===== config.mk =====
export PLATFORM = sky130hd
export DESIGN_NAME = spike_encoder
export DESIGN_NICKNAME = d
export VERILOG_FILES = /design/src/rtl/snn_pkg.sv /design/src/rtl/spike_encoder_channel.sv /design/src/rtl/spike_encoder.sv
export SDC_FILE = /design/constraint.sdc
export NUM_CORES = 1
export LEC_CHECK = 0
export BUFFER_PORTS_ARGS = -buffer_cell sky130_fd_sc_hd__buf_2
export CAP_MARGIN = 10
export CORE_UTILIZATION = 50
export DETAILED_ROUTE_END_ITERATION = 12
export PLACE_DENSITY = 0.72
export SLEW_MARGIN = 20
export SYNTH_ARGS = -nofsm -noshare
export SYNTH_HDL_FRONTEND = slang
export SYNTH_SLANG_ARGS = --single-unit

===== constraint.sdc =====
create_clock -name clk -period 2.1 [get_ports clk]
set_input_delay 0.105 -clock clk [delete_from_list [all_inputs] [get_ports clk]]
set_output_delay 0.105 -clock clk [all_outputs]
set_load 0.005 [all_outputs]

===== src/rtl/snn_pkg.sv =====
// Shared types and default sizing for the spiking-network front end.
// The encoder and its channel slices import this package.
package snn_pkg;

  localparam int DEFAULT_CHANNELS    = 4;
  localparam int DEFAULT_VALUE_WIDTH = 8;
  localparam int DEFAULT_TIMESTEPS   = 16;

  typedef enum logic {
    IDLE = 1'b0,
    RUN  = 1'b1
  } enc_state_e;

endpackage


===== src/rtl/spike_encoder_channel.sv =====
// One encoder lane: stores sign/magnitude of a value and emits rate-coded spikes
// by accumulating the magnitude against a half-range threshold each step.
module spike_encoder_channel
  import snn_pkg::*;
#(
  parameter int VALUE_WIDTH = DEFAULT_VALUE_WIDTH
) (
  input  logic                          clk,
  input  logic                          rst_n,
  input  logic                          load_i,
  input  logic                          commit_i,
  input  logic                          active_i,
  input  logic signed [VALUE_WIDTH-1:0] value_i,
  output logic                          pos_spike_o,
  output logic                          neg_spike_o
);

  localparam int            AW = VALUE_WIDTH + 1;
  localparam logic [AW-1:0] TH = AW'(1) << (VALUE_WIDTH - 1);

  logic                   sign_q, sign_d;
  logic [VALUE_WIDTH-1:0] mag_q, mag_d;
  logic [AW-1:0]          acc_q, acc_d;
  logic [AW-1:0]          sum;
  logic                   fire;

  // acc stays below TH, so acc + |v| always fits in VALUE_WIDTH+1 bits.
  assign sum  = acc_q + {1'b0, mag_q};
  assign fire = (sum >= TH);

  // NOTE: every next-state variable gets its hold value first so no path infers a latch.
  always_comb begin
    sign_d = sign_q;
    mag_d  = mag_q;
    acc_d  = acc_q;
    if (load_i) begin
      sign_d = value_i[VALUE_WIDTH-1];
      mag_d  = value_i[VALUE_WIDTH-1] ? $unsigned(-value_i) : $unsigned(value_i);
      acc_d  = '0;
    end else if (commit_i) begin
      acc_d = fire ? (sum - TH) : sum;
    end
  end

  // NOTE: sequential state uses non-blocking assignments so all flops update together.
  always_ff @(posedge clk or negedge rst_n) begin
    if (!rst_n) begin
      sign_q <= 1'b0;
      mag_q  <= '0;
      acc_q  <= '0;
    end else begin
      sign_q <= sign_d;
      mag_q  <= mag_d;
      acc_q  <= acc_d;
    end
  end

  // fire implies a non-zero magnitude, so the sign alone selects the polarity.
  assign pos_spike_o = active_i && fire && !sign_q;
  assign neg_spike_o = active_i && fire &&  sign_q;

endmodule


===== src/rtl/spike_encoder.sv =====
// Rate-coding spike encoder: accepts a signed vector in IDLE, then streams
// TIMESTEPS spike steps with a valid/ready handshake and pulses done at the end.
module spike_encoder
  import snn_pkg::*;
#(
  parameter int CHANNELS    = DEFAULT_CHANNELS,
  parameter int VALUE_WIDTH = DEFAULT_VALUE_WIDTH,
  parameter int TIMESTEPS   = DEFAULT_TIMESTEPS
) (
  input  logic                          clk,
  input  logic                          rst_n,
  input  logic                          in_valid,
  output logic                          in_ready,
  input  logic signed [VALUE_WIDTH-1:0] in_values [CHANNELS],
  output logic [CHANNELS-1:0]           positive_spike,
  output logic [CHANNELS-1:0]           negative_spike,
  output logic                          spike_valid,
  input  logic                          spike_ready,
  output logic [$clog2(TIMESTEPS)-1:0]  step_index,
  output logic                          done
);

  localparam int            SW   = $clog2(TIMESTEPS);
  localparam logic [SW-1:0] LAST = SW'(TIMESTEPS - 1);

  enc_state_e    state_q, state_d;
  logic [SW-1:0] step_q, step_d;
  logic          done_q, done_d;
  logic          accept;
  logic          advance;

  assign in_ready    = (state_q == IDLE);
  assign spike_valid = (state_q == RUN);
  assign accept      = in_valid && in_ready;
  assign advance     = spike_valid && spike_ready;

  always_comb begin
    state_d = state_q;
    step_d  = step_q;
    done_d  = 1'b0;
    unique case (state_q)
      IDLE: begin
        if (accept) begin
          state_d = RUN;
          step_d  = '0;
        end
      end
      RUN: begin
        if (advance) begin
          if (step_q == LAST) begin
            state_d = IDLE;
            step_d  = '0;
            done_d  = 1'b1;
          end else begin
            step_d = step_q + SW'(1);
          end
        end
      end
      default: state_d = IDLE;
    endcase
  end

  always_ff @(posedge clk or negedge rst_n) begin
    if (!rst_n) begin
      state_q <= IDLE;
      step_q  <= '0;
      done_q  <= 1'b0;
    end else begin
      state_q <= state_d;
      step_q  <= step_d;
      done_q  <= done_d;
    end
  end

  assign step_index = step_q;
  assign done       = done_q;

  for (genvar i = 0; i < CHANNELS; i++) begin : g_ch
    spike_encoder_channel #(
      .VALUE_WIDTH(VALUE_WIDTH)
    ) u_ch (
      .clk        (clk),
      .rst_n      (rst_n),
      .load_i     (accept),
      .commit_i   (advance),
      .active_i   (spike_valid),
      .value_i    (in_values[i]),
      .pos_spike_o(positive_spike[i]),
      .neg_spike_o(negative_spike[i])
    );
  end

endmodule


Word level (Yosys, flattened, before mapping)
Cells that the tools add are included.
{"block": "word_totals", "elab_cells": 83, "mem_bits_ro": 0, "latch_bits": 0, "output_inout_bits": 15, "mem_count": 0, "input_bits": 36, "reg_bits": 78, "mem_bits_rw": 0}
{"block": "classes", "mux": 27, "bitwise_logic": 1, "addsub": 13, "n_lt_le_gt_ge": 4, "n_reduce_logical": 20, "n_mul": 0, "n_div": 0, "n_eq_ne": 3, "shifts": 0}
{"operator": "$mux W9", "count": 12}
{"operator": "$add A9 B8 Y9", "count": 4}
{"operator": "$ge A9 B8 Y1 const B", "count": 4}
{"operator": "$sub A9 B8 Y9 const B", "count": 4}
{"operator": "$mux W8", "count": 4}
{"operator": "$neg A8 Y8", "count": 4}
{"operator": "$logic_and A1 B1 Y1", "count": 14}
{"operator": "$mux W4", "count": 3}
{"operator": "$pmux W4 S2", "count": 1}
{"operator": "$mux W1", "count": 6}
{"operator": "$add A4 B1 Y4 const B", "count": 1}
{"operator": "$eq A4 B4 Y1 const B", "count": 1}
{"operator": "$logic_not A1 Y1", "count": 4}
{"operator": "$ne A2 B1 Y1 const B", "count": 2}
{"operator": "$pmux W1 S2", "count": 1}
{"operator": "$reduce_and A2 Y1", "count": 1}
{"operator": "$reduce_bool A2 Y1", "count": 1}
{"operator": "$not A1 Y1", "count": 1}

Logic depth before layout (Yosys ltp)
Gate-level depths: netlist of the first run.
{"block": "depth", "ltp_word": 5, "depth_mapped": 9, "mapped_depth_nobuf": 8}

Cells and area by module
From an unflattened synthesis of the first run, not the netlist that was laid out.
{"block": "hier_totals", "hier_cells": 540, "area_unflattened_um2": 5168.7}
{"module": "spike_encoder_channel at g_ch[0].u_ch ...", "seq_area_each_um2": 450.4, "cells_per_inst": 128, "area_per_inst_um2": 1221.2, "n_inst": 3}
{"module": "spike_encoder_channel at g_ch[1].u_ch", "seq_area_each_um2": 450.4, "cells_per_inst": 128, "area_per_inst_um2": 1226.2, "n_inst": 1}
{"module": "spike_encoder", "seq_area_each_um2": 150.1, "cells_per_inst": 28, "area_per_inst_um2": 279.0, "n_inst": 1}

Worst setup path after synthesis of the first run
OpenSTA, ideal clock, no wires.
{"block": "synth_path", "kind": "register -> output", "from": "register g_ch[2].u_ch.acc_q[0]", "to": "output positive_spike[2]", "n_path_buf": 1, "setup_slack_ns": 0.057, "required_time_ns": 1.995, "arrival_ns": 1.938, "path_stages_with_launch": 10, "cell_sequence": "dfrtp_1 > ha_1 > inv_1 > fa_1 > nand2b_2 > a21oi_2 > nor2_1 > a211o_1 > a211oi_1 > buf_4"}
{"block": "synth_via", "elab_chain_cells": 4}
{"item": "start, declared", "line_no": "spike_encoder_channel.sv:23", "source": "logic [AW-1:0] acc_q, acc_d;"}
{"item": "start signal, assigned", "line_no": "spike_encoder_channel.sv:50", "source": "acc_q <= '0;"}
{"item": "start signal, assigned", "line_no": "spike_encoder_channel.sv:54", "source": "acc_q <= acc_d;"}
{"item": "$add A9 B8 Y9", "line_no": "spike_encoder_channel.sv:28", "source": "assign sum = acc_q + {1'b0, mag_q};"}
{"item": "$ge A9 B8 Y1", "line_no": "spike_encoder_channel.sv:29", "source": "assign fire = (sum >= TH);"}
{"item": "$logic_and A1 B1 Y1 (2 in series)", "line_no": "spike_encoder_channel.sv:59", "source": "assign pos_spike_o = active_i && fire && !sign_q;"}
{"item": "end, declared", "line_no": "spike_encoder.sv:15", "source": "output logic [CHANNELS-1:0] positive_spike,"}
No other way between the ends.

Worst setup path after layout of the first run
{"block": "layout_path", "from": "register g_ch[3].u_ch.acc_q[0]", "to": "output positive_spike[3]"}
{"block": "layout_via", "elab_chain_cells": 4}
{"item": "start, declared", "line_no": "spike_encoder_channel.sv:23"}
{"item": "start signal, assigned", "line_no": "spike_encoder_channel.sv:50"}
{"item": "start signal, assigned", "line_no": "spike_encoder_channel.sv:54"}
{"item": "$add A9 B8 Y9", "line_no": "spike_encoder_channel.sv:28"}
{"item": "$ge A9 B8 Y1", "line_no": "spike_encoder_channel.sv:29"}
{"item": "$logic_and A1 B1 Y1 (2 in series)", "line_no": "spike_encoder_channel.sv:59"}
No other way between the ends.

==> key figures, run 1 <==
Layout
  • Final instance area: 5820 sq um
  • Antenna diodes: 0
  • Layout net count: between 600 and 700
  • Share of cells above drive strength 1: 0.230
  • Area Overhead vs Synth: 20.3%
  • Fin util: 0.624
  • Fill cells: a little under 800

Setup path
  • Kind of critical path: reg -> out
  • Worst-path cell chain: ha_2 -> inv_2 -> fa_2 -> nand2b_4 -> a21oi_4 -> nor2_4 -> a211o_1 -> a211oi_2 -> buf_2
  • WP data required: roughly 2.0 ns
  • Nature of the critical path endpoint: primary output
  • R2R setup slack: 0.05 ns
  • R2R Path Start: g_ch[3].u_ch.acc_q[0]
  • Worst Setup EP: positive_spike[3]
  • Critical Path AT: 2.31 ns
  • Reg2Reg Depth: 9
  • Critical Path Source: g_ch[3].u_ch.acc_q[0]
  • Maximum fanout along the worst path: 3
  • Max incr delay on CP: between 0.3 and 0.4 ns
  • R2r endpoint: g_ch[3].u_ch.acc_q[8]
  • Slowest cell on crit path: dfrtp_1
  • CP startpoint kind: flop

GRT
  • Total gr overflow: 0
  • Overall Global Routing Usage: 0.240
  • Pin count of the biggest net entering global routing: 54
  • Vias in the first global route: 4126
  • First-pass GRT wire length: about 19000 um
  • Initial antenna violation count: 0

STA
  • Final Setup Violations: 8
  • Fmax: 0.415 GHz
  • Skew final: about 0.014 ns
  • Minimum clock period: roughly 2.4 ns
  • Rel. slew slack: 0.621
  • Period utilization: 1.15
  • RSZ-0062 raised after global routing: true
  • PnR worst setup slack: -0.311 ns
  • Slew @ Worst Pin: approximately 0.57 ns
  • Final hold violations: 0
  • Fin. max-slew vios: 0

Die
  • Starting Density: 0.519
  • Chip height: 100 um
  • Total die area: between 10000 and 15000 sq um
  • I/O pins: 51
  • Core region area: 9330 sq um
  • Row cnt: 35
  • Die extent in x: 100 um

Pwr
  • PD cells: ~1400 nW/um^2
  • Reg power frac: 0.313
  • Final Total Pwr: 8190 uW
  • Gate power share: 0.536
  • Net load switching power: around 3300 uW
  • Worst vdd ir: approximately 0.62 mV
  • Sw frac: 0.403
  • Clk pwr share: 0.151
  • Cell Int Power: between 4000 and 5000 uW
  • Leakage power: about 0.0028 uW

Flow run
  • Max Cap Viol: 0

Routing
  • DR vias/cell: roughly 5.5
  • Via Count: roughly 4100
  • M1 WL: roughly 4900 um
  • Total Wirelength: around 11000 um
  • DRT Pass-1 Iters: 4
  • Met3 wire length: approximately 470 um
  • Antenna viol nets, final: 0
  • Top sig layer: met4
  • Wire per inst: approximately 15 um
  • Initial drt markers: between 100 and 150
  • DR WL met2: about 5500 um
  • Residual DRC: 0

Clock tree
  • CTS clk-pin slew, worst paths: 0.09 ns
  • H-Tree Depth: 3
  • CTS tree: yes
  • Total clock sinks: 78
  • Clk buf depth: 2
  • TritonCTS Buffers: 9
  • Worst-Skew Late Latency: between 0.3 and 0.4 ns
  • Root Driver: clkbuf_8

Synth
  • Post-synth EDFFs: 0
  • Seq/Total Area, Yosys: 0.403
  • Avg Synthesized Cell Area: ~9.0 sq um
  • Synth Net Count: ~610
  • Unique masters post-synth: 39
  • Synth Warn #: 0
  • Main synth FF type: dfrtp_1
  • Post-Syn Instances: 536
  • Asr flop ratio synth: 1.00
  • Synth Register Bits: 78
  • Mapped Area: between 4000 and 5000 sq um

Min path
  • Min-Delay Path Class: in -> reg

Outcome
  • Violated checks: setup timing
  • Status: finished, violations left

Place
  • DP Wirelength: 7500 um
  • Placement Setup Slack: -0.0837 ns
  • Port bufs: 50
  • Placer Congestion: between 0.8 and 0.9
  • Placed instance area: roughly 5300 sq um
what timing repair did:
action                                  CTS  global route
setup buffers                            12             8
hold buffers                              2             0
endpoints found under the setup margin    8            12
hold endpoints to repair                 40             0
pin swaps                                27            14
resized for setup                        33            11
power groups by stage:
| stage | Sequential [uW] | Combinational [uW] | Clock, uW |
|---|---|---|---|
| after floorplan | 2450 | 2890 | 0 |
| after global placement | 2530 | 3550 | 0 |
| after detailed placement | 2560 | 3670 | 0 |
| after CTS | 2560 | 4170 | 1250 |
| after global routing | 2640 | 4940 | 1320 |
| final | 2570 | 4390 | 1240 |
through the flow:
stage	std cells	hold slack, ns	TNS [ns]
after floorplan	536	-0.191	0
after global placement	703	0.140	-0.0463
after detailed placement	703	0.148	-0.193
after CTS	731	0.0292	-1.92
after global routing	737	0.0537	-2.58
final	737	0.0327	-1.92
flip-flops by register name (all words and copies together) (netlist names):
signal and cells:
step_index 4, done 1, g_ch.u_ch.mag_q 32, spike_valid 1
g_ch.u_ch.sign_q 4, g_ch.u_ch.acc_q 36
critical path, delay by kind of cell (launching register included):
kind | cells | cell delay [ns]
AO/OA/AOI/OAI | 3 | 0.67
adder cells (fa/ha/maj) | 2 | 0.52
buffers and inverters | 2 | 0.18
flip-flops | 1 | 0.37
AND/OR/NAND/NOR | 2 | 0.21
layout make-up:
class	instances	area (sq um)	area share
clock buffer	10	128	0.0219
clock inverter	5	85.1	0.0146
inverter	21	78.8	0.0135
multi-input combinational	409	2860	0.491
sequential	78	1950	0.335
tap	129	161	0.0277
timing repair buffer	85	558	0.0959
logic make-up after synthesis:
logic type	share of synthesized area
AND/OR/NAND/NOR	0.157
AO/OA/AOI/OAI	0.195
flip-flops	0.403
buffers and inverters	0.0476
XOR/XNOR	0.0760
adder cells (fa/ha/maj)	0.112
multiplexers	0.00827
synthesized netlist by cell type, drive strengths merged, types with 4 or more instances:
library cell	number	area share
a211oi	7	0.011
a21o	9	0.014
a21oi	36	0.039
a22o	8	0.014
a32o	10	0.021
buf	14	0.020
clkbuf	14	0.011
dfrtp	78	0.40
fa	4	0.017
ha	37	0.096
inv	21	0.016
mux2i	4	0.0083
nand2	96	0.074
nand2b	18	0.024
nand3	6	0.0062
nor2	35	0.027
nor2b	5	0.0065
nor3	7	0.0072
o211ai	7	0.013
o21ai	51	0.053
o31ai	9	0.014
or3	4	0.0052
xnor2	14	0.025
xor2	28	0.051
cells in the final DEF (no fill, tap or decap), types with 4 or more instances in the layout:
master,count
nand3_1,6
xor2_2,4
mux2i_1,4
a22o_1,8
o31ai_1,8
a21o_1,9
nor3_1,7
ha_1,29
buf_4,31
ha_2,6
a32o_1,10
nand2b_1,14
xor2_1,24
a21oi_1,29
a211oi_2,4
or3_1,4
inv_1,17
nor2b_1,5
nor2_1,32
nand2b_4,4
xnor2_1,14
buf_2,49
clkbuf_8,9
dfrtp_1,78
fa_2,4
o211ai_1,5
nand2_1,96
inv_2,4
o21ai_0,49
a21oi_4,4
worst min path at each step:
| stage | from | to | slack, ns | cells past startpoint |
|---|---|---|---|---|
| 2_1_floorplan | rst_n | done | -0.19 | 0 |
| 4_1_cts | in_values[7] | g_ch[3].u_ch.sign_q | 0.03 | 3 |
| 6_report | in_values[7] | g_ch[3].u_ch.sign_q | 0.03 | 3 |
| 3_3_place_gp | rst_n | g_ch[1].u_ch.mag_q[4] | 0.14 | 1 |
| 3_5_place_dp | rst_n | g_ch[2].u_ch.acc_q[8] | 0.15 | 1 |
| 5_1_grt | in_values[7] | g_ch[3].u_ch.sign_q | 0.05 | 3 |
metal layers:
layer  track usage  vias up
met1         0.307     1980
met5             0        -
met3        0.0320       14
met2         0.414       93
li1              -     1992
met4        0.0925        0
No activity file was read; power rests on OpenSTA's default activity.
==> run 2, diff against run 1 <==
--- a/config.mk
+++ b/config.mk
@@ -9,7 +9,8 @@
 export CAP_MARGIN = 10
 export CORE_UTILIZATION = 50
 export DETAILED_ROUTE_END_ITERATION = 12
-export PLACE_DENSITY = 0.72
+export PLACE_DENSITY = 0.82
+export RECOVER_POWER = 100
 export SLEW_MARGIN = 20
 export SYNTH_ARGS = -nofsm -noshare
 export SYNTH_HDL_FRONTEND = slang
==> run 2 against run 1 <==
  * The flow still finishes with violations (setup timing)
  * Sequential share of layout area rose by 0.31 points
  * Clock skew rose by 0.0062 ns
  * Routed wire length rose by 6.5%
  * Hold slack got worse by 0.020 ns
  * Fmax fell by 2.7%
  * Die area did not move
  * Worst setup slack got worse by 0.067 ns
  * Count of clock-buffer cells in the layout rose by 2
  * Core utilization fell by 0.56 points
  * Critical endpoint unchanged
==> key figures, run 2 (synthesized netlist as in run 1, its figures left out) <==
GRT
  • First-pass GRT wire length: 18800 um (was 19000 um)
  • Pin count of the biggest net entering global routing: 41 (was 54)
  • Initial antenna violation count: 0 (unchanged)
  • Overall Global Routing Usage: 0.238 (was 0.240)
  • Total gr overflow: 0 (unchanged)
  • Vias in the first global route: 4093 (was 4126)

Pwr
  • Final Total Pwr: 8170 uW (was 8190 uW)
  • Worst vdd ir: 0.687 mV (was 0.619 mV)
  • Leakage power: 0.00279 uW (was 0.00282 uW)
  • PD cells: 1420 nW/um^2 (was 1410 nW/um^2)

Routing
  • Total Wirelength: 11800 um (was 11000 um)
  • Wire per inst: 15.9 um (was 15.0 um)
  • Initial drt markers: 176 (was 148)
  • Via Count: 4201 (was 4079)
  • DR vias/cell: 5.67 (was 5.53)
  • Antenna viol nets, final: 0 (unchanged)
  • DRT Pass-1 Iters: 7 (was 4)
  • Residual DRC: 0 (unchanged)

Die
  • Die extent in x: 100 um (unchanged)
  • I/O pins: 51 (unchanged)
  • Core region area: 9330 sq um (unchanged)
  • Chip height: 100 um (unchanged)
  • Starting Density: 0.519 (unchanged)
  • Total die area: 10100 sq um (unchanged)
  • Row cnt: 35 (unchanged)

Place
  • DP Wirelength: 7930 um (was 7500 um)
  • Port bufs: 50 (unchanged)
  • Placement Setup Slack: -0.0339 ns (was -0.0837 ns)
  • Placer Congestion: 0.897 (was 0.833)

STA
  • Final hold violations: 0 (unchanged)
  • Skew final: 0.0202 ns (was 0.0140 ns)
  • Final Setup Violations: 8 (unchanged)
  • Period utilization: 1.18 (was 1.15)
  • Fmax: 0.404 GHz (was 0.415 GHz)
  • Slew @ Worst Pin: 1.02 ns (was 0.568 ns)
  • PnR worst setup slack: -0.377 ns (was -0.311 ns)
  • RSZ-0062 raised after global routing: true (unchanged)
  • Rel. slew slack: 0.321 (was 0.621)
  • Fin. max-slew vios: 0 (unchanged)
  • Minimum clock period: 2.48 ns (was 2.41 ns)

Setup path
  • R2R Path Start: g_ch[3].u_ch.acc_q[0] (unchanged)
  • Kind of critical path: reg -> out (unchanged)
  • CP startpoint kind: flop (unchanged)
  • Maximum fanout along the worst path: 2 (was 3)
  • Top delay family on crit path: compound AO/OA/AOI/OAI gates (unchanged)
  • WP data required: 2.00 ns (about the same)
  • Max incr delay on CP: 0.36 ns (was 0.37 ns)
  • Nature of the critical path endpoint: primary output (unchanged)
  • Worst-path cell chain: ha_2 -> inv_2 -> fa_2 -> nand2b_4 -> a21oi_4 -> nor2_2 -> a211o_1 -> a211oi_2 -> buf_2 (was ha_2 -> inv_2 -> fa_2 -> nand2b_4 -> a21oi_4 -> nor2_4 -> a211o_1 -> a211oi_2 -> buf_2)
  • Critical Path Source: g_ch[3].u_ch.acc_q[0] (unchanged)
  • Critical Path AT: 2.37 ns (was 2.31 ns)
  • Count of buffer and inverter cells on the critical path: 2 (unchanged)
  • Slowest cell on crit path: dfrtp_1 (unchanged)

Layout
  • Largest register FFs: 36 (unchanged)
  • Most frequent cells in the layout: nand2_1 (96), dfrtp_1 (78), o21ai_0 (50) (was nand2_1 (96), dfrtp_1 (78), o21ai_0 (49), buf_2 (49), nor2_1 (32))
  • Largest registers: g_ch.u_ch.acc_q x36, g_ch.u_ch.mag_q x32 (unchanged)
  • Fill cells: 762 (was 773)
  • Area Overhead vs Synth: 19.2% (was 20.3%)
  • Most common cell after layout, fill and taps aside: nand2_1 (unchanged)
  • Biggest register: g_ch.u_ch.acc_q (unchanged)
  • Layout net count: 684 (was 681)
  • Share of cells above drive strength 1: 0.230 (about the same)
  • Reg area: 1950 sq um (unchanged)
  • Antenna diodes: 0 (unchanged)
  • Area of the multi-input gates: 2900 sq um (was 2860 sq um)

Outcome
  • Violated checks: setup timing (unchanged)
  • Status: finished, violations left (unchanged)

Clock tree
  • Root Driver: clkbuf_8 (unchanged)
  • CTS tree: yes (unchanged)
  • Clk buf depth: 2 (unchanged)
  • TritonCTS Buffers: 9 (unchanged)
  • Total clock sinks: 78 (unchanged)
  • H-Tree Depth: 3 (unchanged)
  • Worst-Skew Late Latency: 0.36 ns (was 0.35 ns)
  • CTS clk-pin slew, worst paths: 0.08 ns (was 0.09 ns)

Min path
  • Min-Delay Path Class: in -> reg (unchanged)
  • Beginning of the worst hold path: in_valid (was in_values[7])

Flow run
  • Max Cap Viol: 0 (unchanged)
run 2: cell types whose count changed in the layout (fill, tap and decap cells not counted), sizes merged:
cell         change
clkbuf          +12
buf              -6
bufinv           -2
clkinv           +2
clkinvlp         -1
dlygate4sd3      -1
run 2: per-layer routing:
layer,GRT usage,wire length (um),vias to the layer above
met2,0.414,5930,132
met1,0.291,4940,2037
met4,0.0914,288,0
li1,-,-,2005
met5,0,0,-
met3,0.0474,614,27
run 2: per-stage QoR:
step | area (sq um) | hold WS, ns | setup TNS (ns) | cells | utilization
3_5_place_dp | 5270 | 0.129 | -0.0495 | 705 | 0.565
3_3_place_gp | 5270 | 0.122 | 0 | 705 | 0.565
5_1_grt | 5770 | 0.0255 | -2.99 | 741 | 0.619
4_1_cts | 5620 | 0.00691 | -1.87 | 732 | 0.603
2_1_floorplan | 4840 | -0.191 | 0 | 536 | -
6_report | 5770 | 0.0130 | -2.16 | 741 | 0.619
run 2: final cells by class:
type                    instances  share of cell area
flip-flops and latches         78               0.338
repair buffers                 88              0.0902
multi-input cells             409               0.502
clock inverters                 4             0.00412
well taps                     129              0.0280
clock buffers                  12              0.0234
inverters                      21              0.0137
run 2: path summary, 6_finish.rpt:
check	to	slack, ns	cells past startpoint
worst min-delay path	spike_valid	0.01	3
worst max register to register	g_ch[3].u_ch.acc_q[8]	0.05	9
min in group asynchronous	g_ch[2].u_ch.acc_q[7]	0.45	2
worst min register to register	g_ch[1].u_ch.mag_q[6]	0.49	2
max in group asynchronous	g_ch[3].u_ch.acc_q[6]	0.46	3
worst max-delay path	positive_spike[3]	-0.38	9
run 2: power breakdown:
group | switching (uW) | leakage (uW) | internal (uW)
logic | 2400 | 0.00172 | 2170
registers | 500 | 0.000983 | 2120
clock network | 552 | 0.0000841 | 427
run 2: timing repair:
action,in CTS,in global routing
hold buffers,1,0
pin swaps,26,19
resized for setup,27,19
setup endpoints to repair,8,11
endpoints found under the hold margin,39,0
setup buffers,10,9
run 2: worst reg2reg max path, cell delays in order (launching register included):
cell,delay (ns)
dfrtp_1,0.36
ha_2,0.19
inv_2,0.04
fa_2,0.34
nand2b_4,0.17
a21oi_4,0.14
nor2_2,0.06
a211o_1,0.29
buf_4,0.15
o31ai_2,0.22
==> run 3, diff against run 2 <==
--- a/config.mk
+++ b/config.mk
@@ -7,9 +7,12 @@
 export LEC_CHECK = 0
 export BUFFER_PORTS_ARGS = -buffer_cell sky130_fd_sc_hd__buf_2
 export CAP_MARGIN = 10
-export CORE_UTILIZATION = 50
+export CELL_PAD_IN_SITES_DETAIL_PLACEMENT = 1
+export CELL_PAD_IN_SITES_GLOBAL_PLACEMENT = 2
+export CORE_UTILIZATION = 33
 export DETAILED_ROUTE_END_ITERATION = 12
-export PLACE_DENSITY = 0.82
+export GPL_TIMING_DRIVEN = 0
+export PLACE_DENSITY = 0.86
 export RECOVER_POWER = 100
 export SLEW_MARGIN = 20
 export SYNTH_ARGS = -nofsm -noshare
==> run 3 against run 2 <==
  * The run still ends with setup timing left
  * Clock power up 68%
  * Cell area up 6.0%
  * Critical path depth up 1
  * Final cell count up 8.9%
  * Count of clock-buffer cells in the layout up 2
  * Critical path type unchanged
  * Critical endpoint is now positive_spike[1]
  * Largest power group unchanged
==> key figures, run 3 (synthesized netlist as in run 1, its figures left out) <==
Pwr
  • Cell Int Power: 5380 uW (was 4720 uW)
  • Leakage power: 0.00291 uW (was 0.00279 uW)
  • Reg power frac: 0.290 (was 0.321)
  • PD cells: 1480 nW/um^2 (was 1420 nW/um^2)
  • Final Total Pwr: 9040 uW (was 8170 uW)
  • Gate power share: 0.527 (was 0.559)
  • Net load switching power: 3660 uW (was 3450 uW)
  • Worst vdd ir: 0.483 mV (was 0.687 mV)
  • Sw frac: 0.405 (was 0.422)
  • Clk pwr share: 0.183 (was 0.120)

Setup path
  • Critical Path AT: 2.43 ns (was 2.37 ns)
  • Max incr delay on CP: 0.35 ns (was 0.36 ns)
  • Count of buffer and inverter cells on the critical path: 3 (was 2)
  • Top delay family on crit path: adder cells (was compound AO/OA/AOI/OAI gates)
  • Nature of the critical path endpoint: primary output (unchanged)
  • Worst-path cell chain: ha_2 -> inv_2 -> fa_2 -> nand2b_4 -> a21oi_4 -> or2_4 -> o211ai_1 -> buf_4 -> a211oi_4 -> buf_2 (was ha_2 -> inv_2 -> fa_2 -> nand2b_4 -> a21oi_4 -> nor2_2 -> a211o_1 -> a211oi_2 -> buf_2)
  • WP data required: 2.00 ns (about the same)
  • Kind of critical path: reg -> out (unchanged)
  • CP startpoint kind: flop (unchanged)
  • Slowest cell on crit path: dfrtp_1 (unchanged)
  • Maximum fanout along the worst path: 3 (was 2)

GRT
  • First-pass GRT wire length: 23500 um (was 18800 um)
  • Overall Global Routing Usage: 0.208 (was 0.238)
  • GRT met1 Usage: 0.257 (was 0.291)
  • Vias in the first global route: 4521 (was 4093)
  • Met2 Usage GRT: 0.373 (was 0.414)
  • GR peak layer: met2 (unchanged)
  • Initial antenna violation count: 1 (was 0)
  • Total gr overflow: 0 (unchanged)
  • Met3 Track Usage GR: 0.0374 (was 0.0474)
  • Pin count of the biggest net entering global routing: 55 (was 41)

STA
  • Rel. slew slack: 0.0331 (was 0.321)
  • RSZ-0062 raised after global routing: true (unchanged)
  • Final Setup Violations: 33 (was 8)
  • Fin. max-slew vios: 0 (unchanged)
  • Slew @ Worst Pin: 1.45 ns (was 1.02 ns)
  • Setup_tns: -4.20 ns (was -2.16 ns)
  • Minimum clock period: 2.54 ns (was 2.48 ns)
  • Fmax: 0.394 GHz (was 0.404 GHz)
  • Skew final: 0.00927 ns (was 0.0202 ns)
  • Period utilization: 1.21 (was 1.18)
  • Final hold violations: 0 (unchanged)
  • PnR worst setup slack: -0.439 ns (was -0.377 ns)

Die
  • Die extent in x: 123 um (was 100 um)
  • Total die area: 15200 sq um (was 10100 sq um)
  • Core region area: 14100 sq um (was 9330 sq um)
  • I/O pins: 51 (unchanged)
  • Starting Density: 0.343 (was 0.519)
  • Row cnt: 43 (was 35)
  • Chip height: 123 um (was 100 um)

Routing
  • Wire per inst: 18.4 um (was 15.9 um)
  • Via Count: 4223 (was 4201)
  • Antenna viol nets, final: 0 (unchanged)
  • DRT Pass-1 Iters: 4 (was 7)
  • Total Wirelength: 14800 um (was 11800 um)
  • DR vias/cell: 5.23 (was 5.67)
  • Residual DRC: 0 (unchanged)
  • Initial drt markers: 200 (was 176)

Place
  • Port bufs: 46 (was 50)
  • Placer Congestion: 0.806 (was 0.897)
  • DP Wirelength: 10200 um (was 7930 um)
  • Placed insts: 763 (was 705)
  • Placed instance area: 5330 sq um (was 5270 sq um)

Layout
  • Layout net count: 698 (was 684)
  • Post-route insts no fill: 807 (was 741)
  • Largest registers: g_ch.u_ch.acc_q x36, g_ch.u_ch.mag_q x32 (unchanged)
  • Biggest register: g_ch.u_ch.acc_q (unchanged)
  • Largest register FFs: 36 (unchanged)
  • Area Overhead vs Synth: 26.3% (was 19.2%)
  • Most frequent cells in the layout: nand2_1 (95), dfrtp_1 (78), o21ai_0 (50) (was nand2_1 (96), dfrtp_1 (78), o21ai_0 (50))
  • Share of cells above drive strength 1: 0.241 (was 0.230)
  • Final instance area: 6120 sq um (was 5770 sq um)
  • Most common cell after layout, fill and taps aside: nand2_1 (unchanged)

Clock tree
  • Clk buf depth: 2 (unchanged)
  • H-Tree Depth: 3 (unchanged)
  • Total clock sinks: 78 (unchanged)
  • Root Driver: clkbuf_16 (was clkbuf_8)
  • CTS tree: yes (unchanged)
  • TritonCTS Buffers: 9 (unchanged)
  • CTS clk-pin slew, worst paths: 0.06 ns (was 0.08 ns)
  • Worst-Skew Late Latency: 0.34 ns (was 0.36 ns)

Min path
  • Min-Delay Path Class: in -> reg (unchanged)

Outcome
  • Violated checks: setup timing (unchanged)
  • Status: finished, violations left (unchanged)

Flow run
  • Max Cap Viol: 0 (unchanged)
-- run 3: cell types whose count changed in the layout (fill, tap and decap cells not counted), sizes merged --
cell,delta
clkbuf,+12
clkinv,-3
diode,+1
bufinv,+1
buf,+4
-- run 3: power by group through the flow --
stage | Clock (uW) | Combinational, uW | Sequential (uW)
floorplan | 0 | 2890 | 2450
global placement | 0 | 3560 | 2560
detailed placement | 0 | 3800 | 2590
CTS | 1680 | 4500 | 2600
global route | 1730 | 5340 | 2690
finish | 1650 | 4770 | 2620
-- run 3: layout make-up --
type,count,area (sq um)
plain buffers,21,101
clock buffers,14,274
flip-flops and latches,78,1950
multi-input cells,409,2940
well taps,180,225
repair buffers,81,502
fillers,1657,7980
clock inverters,2,38.8
inverters,21,78.8
diodes,1,2.50
-- run 3: routing by layer --
metal,vias to the layer above,part of all wire
li1,2030,-
met2,69,0.53
met4,0,0.011
met5,-,0
met1,2111,0.43
met3,13,0.031
-- run 3: worst paths after layout --
check	end	slack (ns)	start	cells after the start
min in group asynchronous	g_ch[2].u_ch.mag_q[4]	0.64	rst_n	2
worst max-delay path	positive_spike[1]	-0.44	g_ch[1].u_ch.acc_q[0]	10
max in group asynchronous	g_ch[0].u_ch.acc_q[1]	0.26	rst_n	3
worst min register to register	g_ch[0].u_ch.mag_q[0]	0.49	g_ch[0].u_ch.mag_q[0]	2
worst min-delay path	spike_valid	0.02	in_valid	3
worst max register to register	g_ch[2].u_ch.mag_q[6]	-0.17	spike_valid	6
-- run 3: stage by stage --
step / utilization / worst slack, ns / hold WS, ns
after floorplan: - / 0.0575 / -0.191
after global placement: 0.376 / -0.331 / 0.359
after detailed placement: 0.378 / -0.380 / 0.0511
after CTS: 0.425 / -0.429 / 0.0181
after global routing: 0.434 / -0.521 / 0.0563
final: 0.434 / -0.439 / 0.0207
-- run 3: worst min-delay path: stages --
cell and delay, ns:
buf_2 0.09, nor2_1 0.04, nor2_1 0.08
-- run 3: timing repair --
action / in CTS / in global routing
endpoints found under the hold margin: 24 / 0
pin swaps: 33 / 24
hold buffers: 1 / 0
setup endpoints to repair: 36 / 43
setup buffers: 21 / 12
resized for setup: 52 / 12
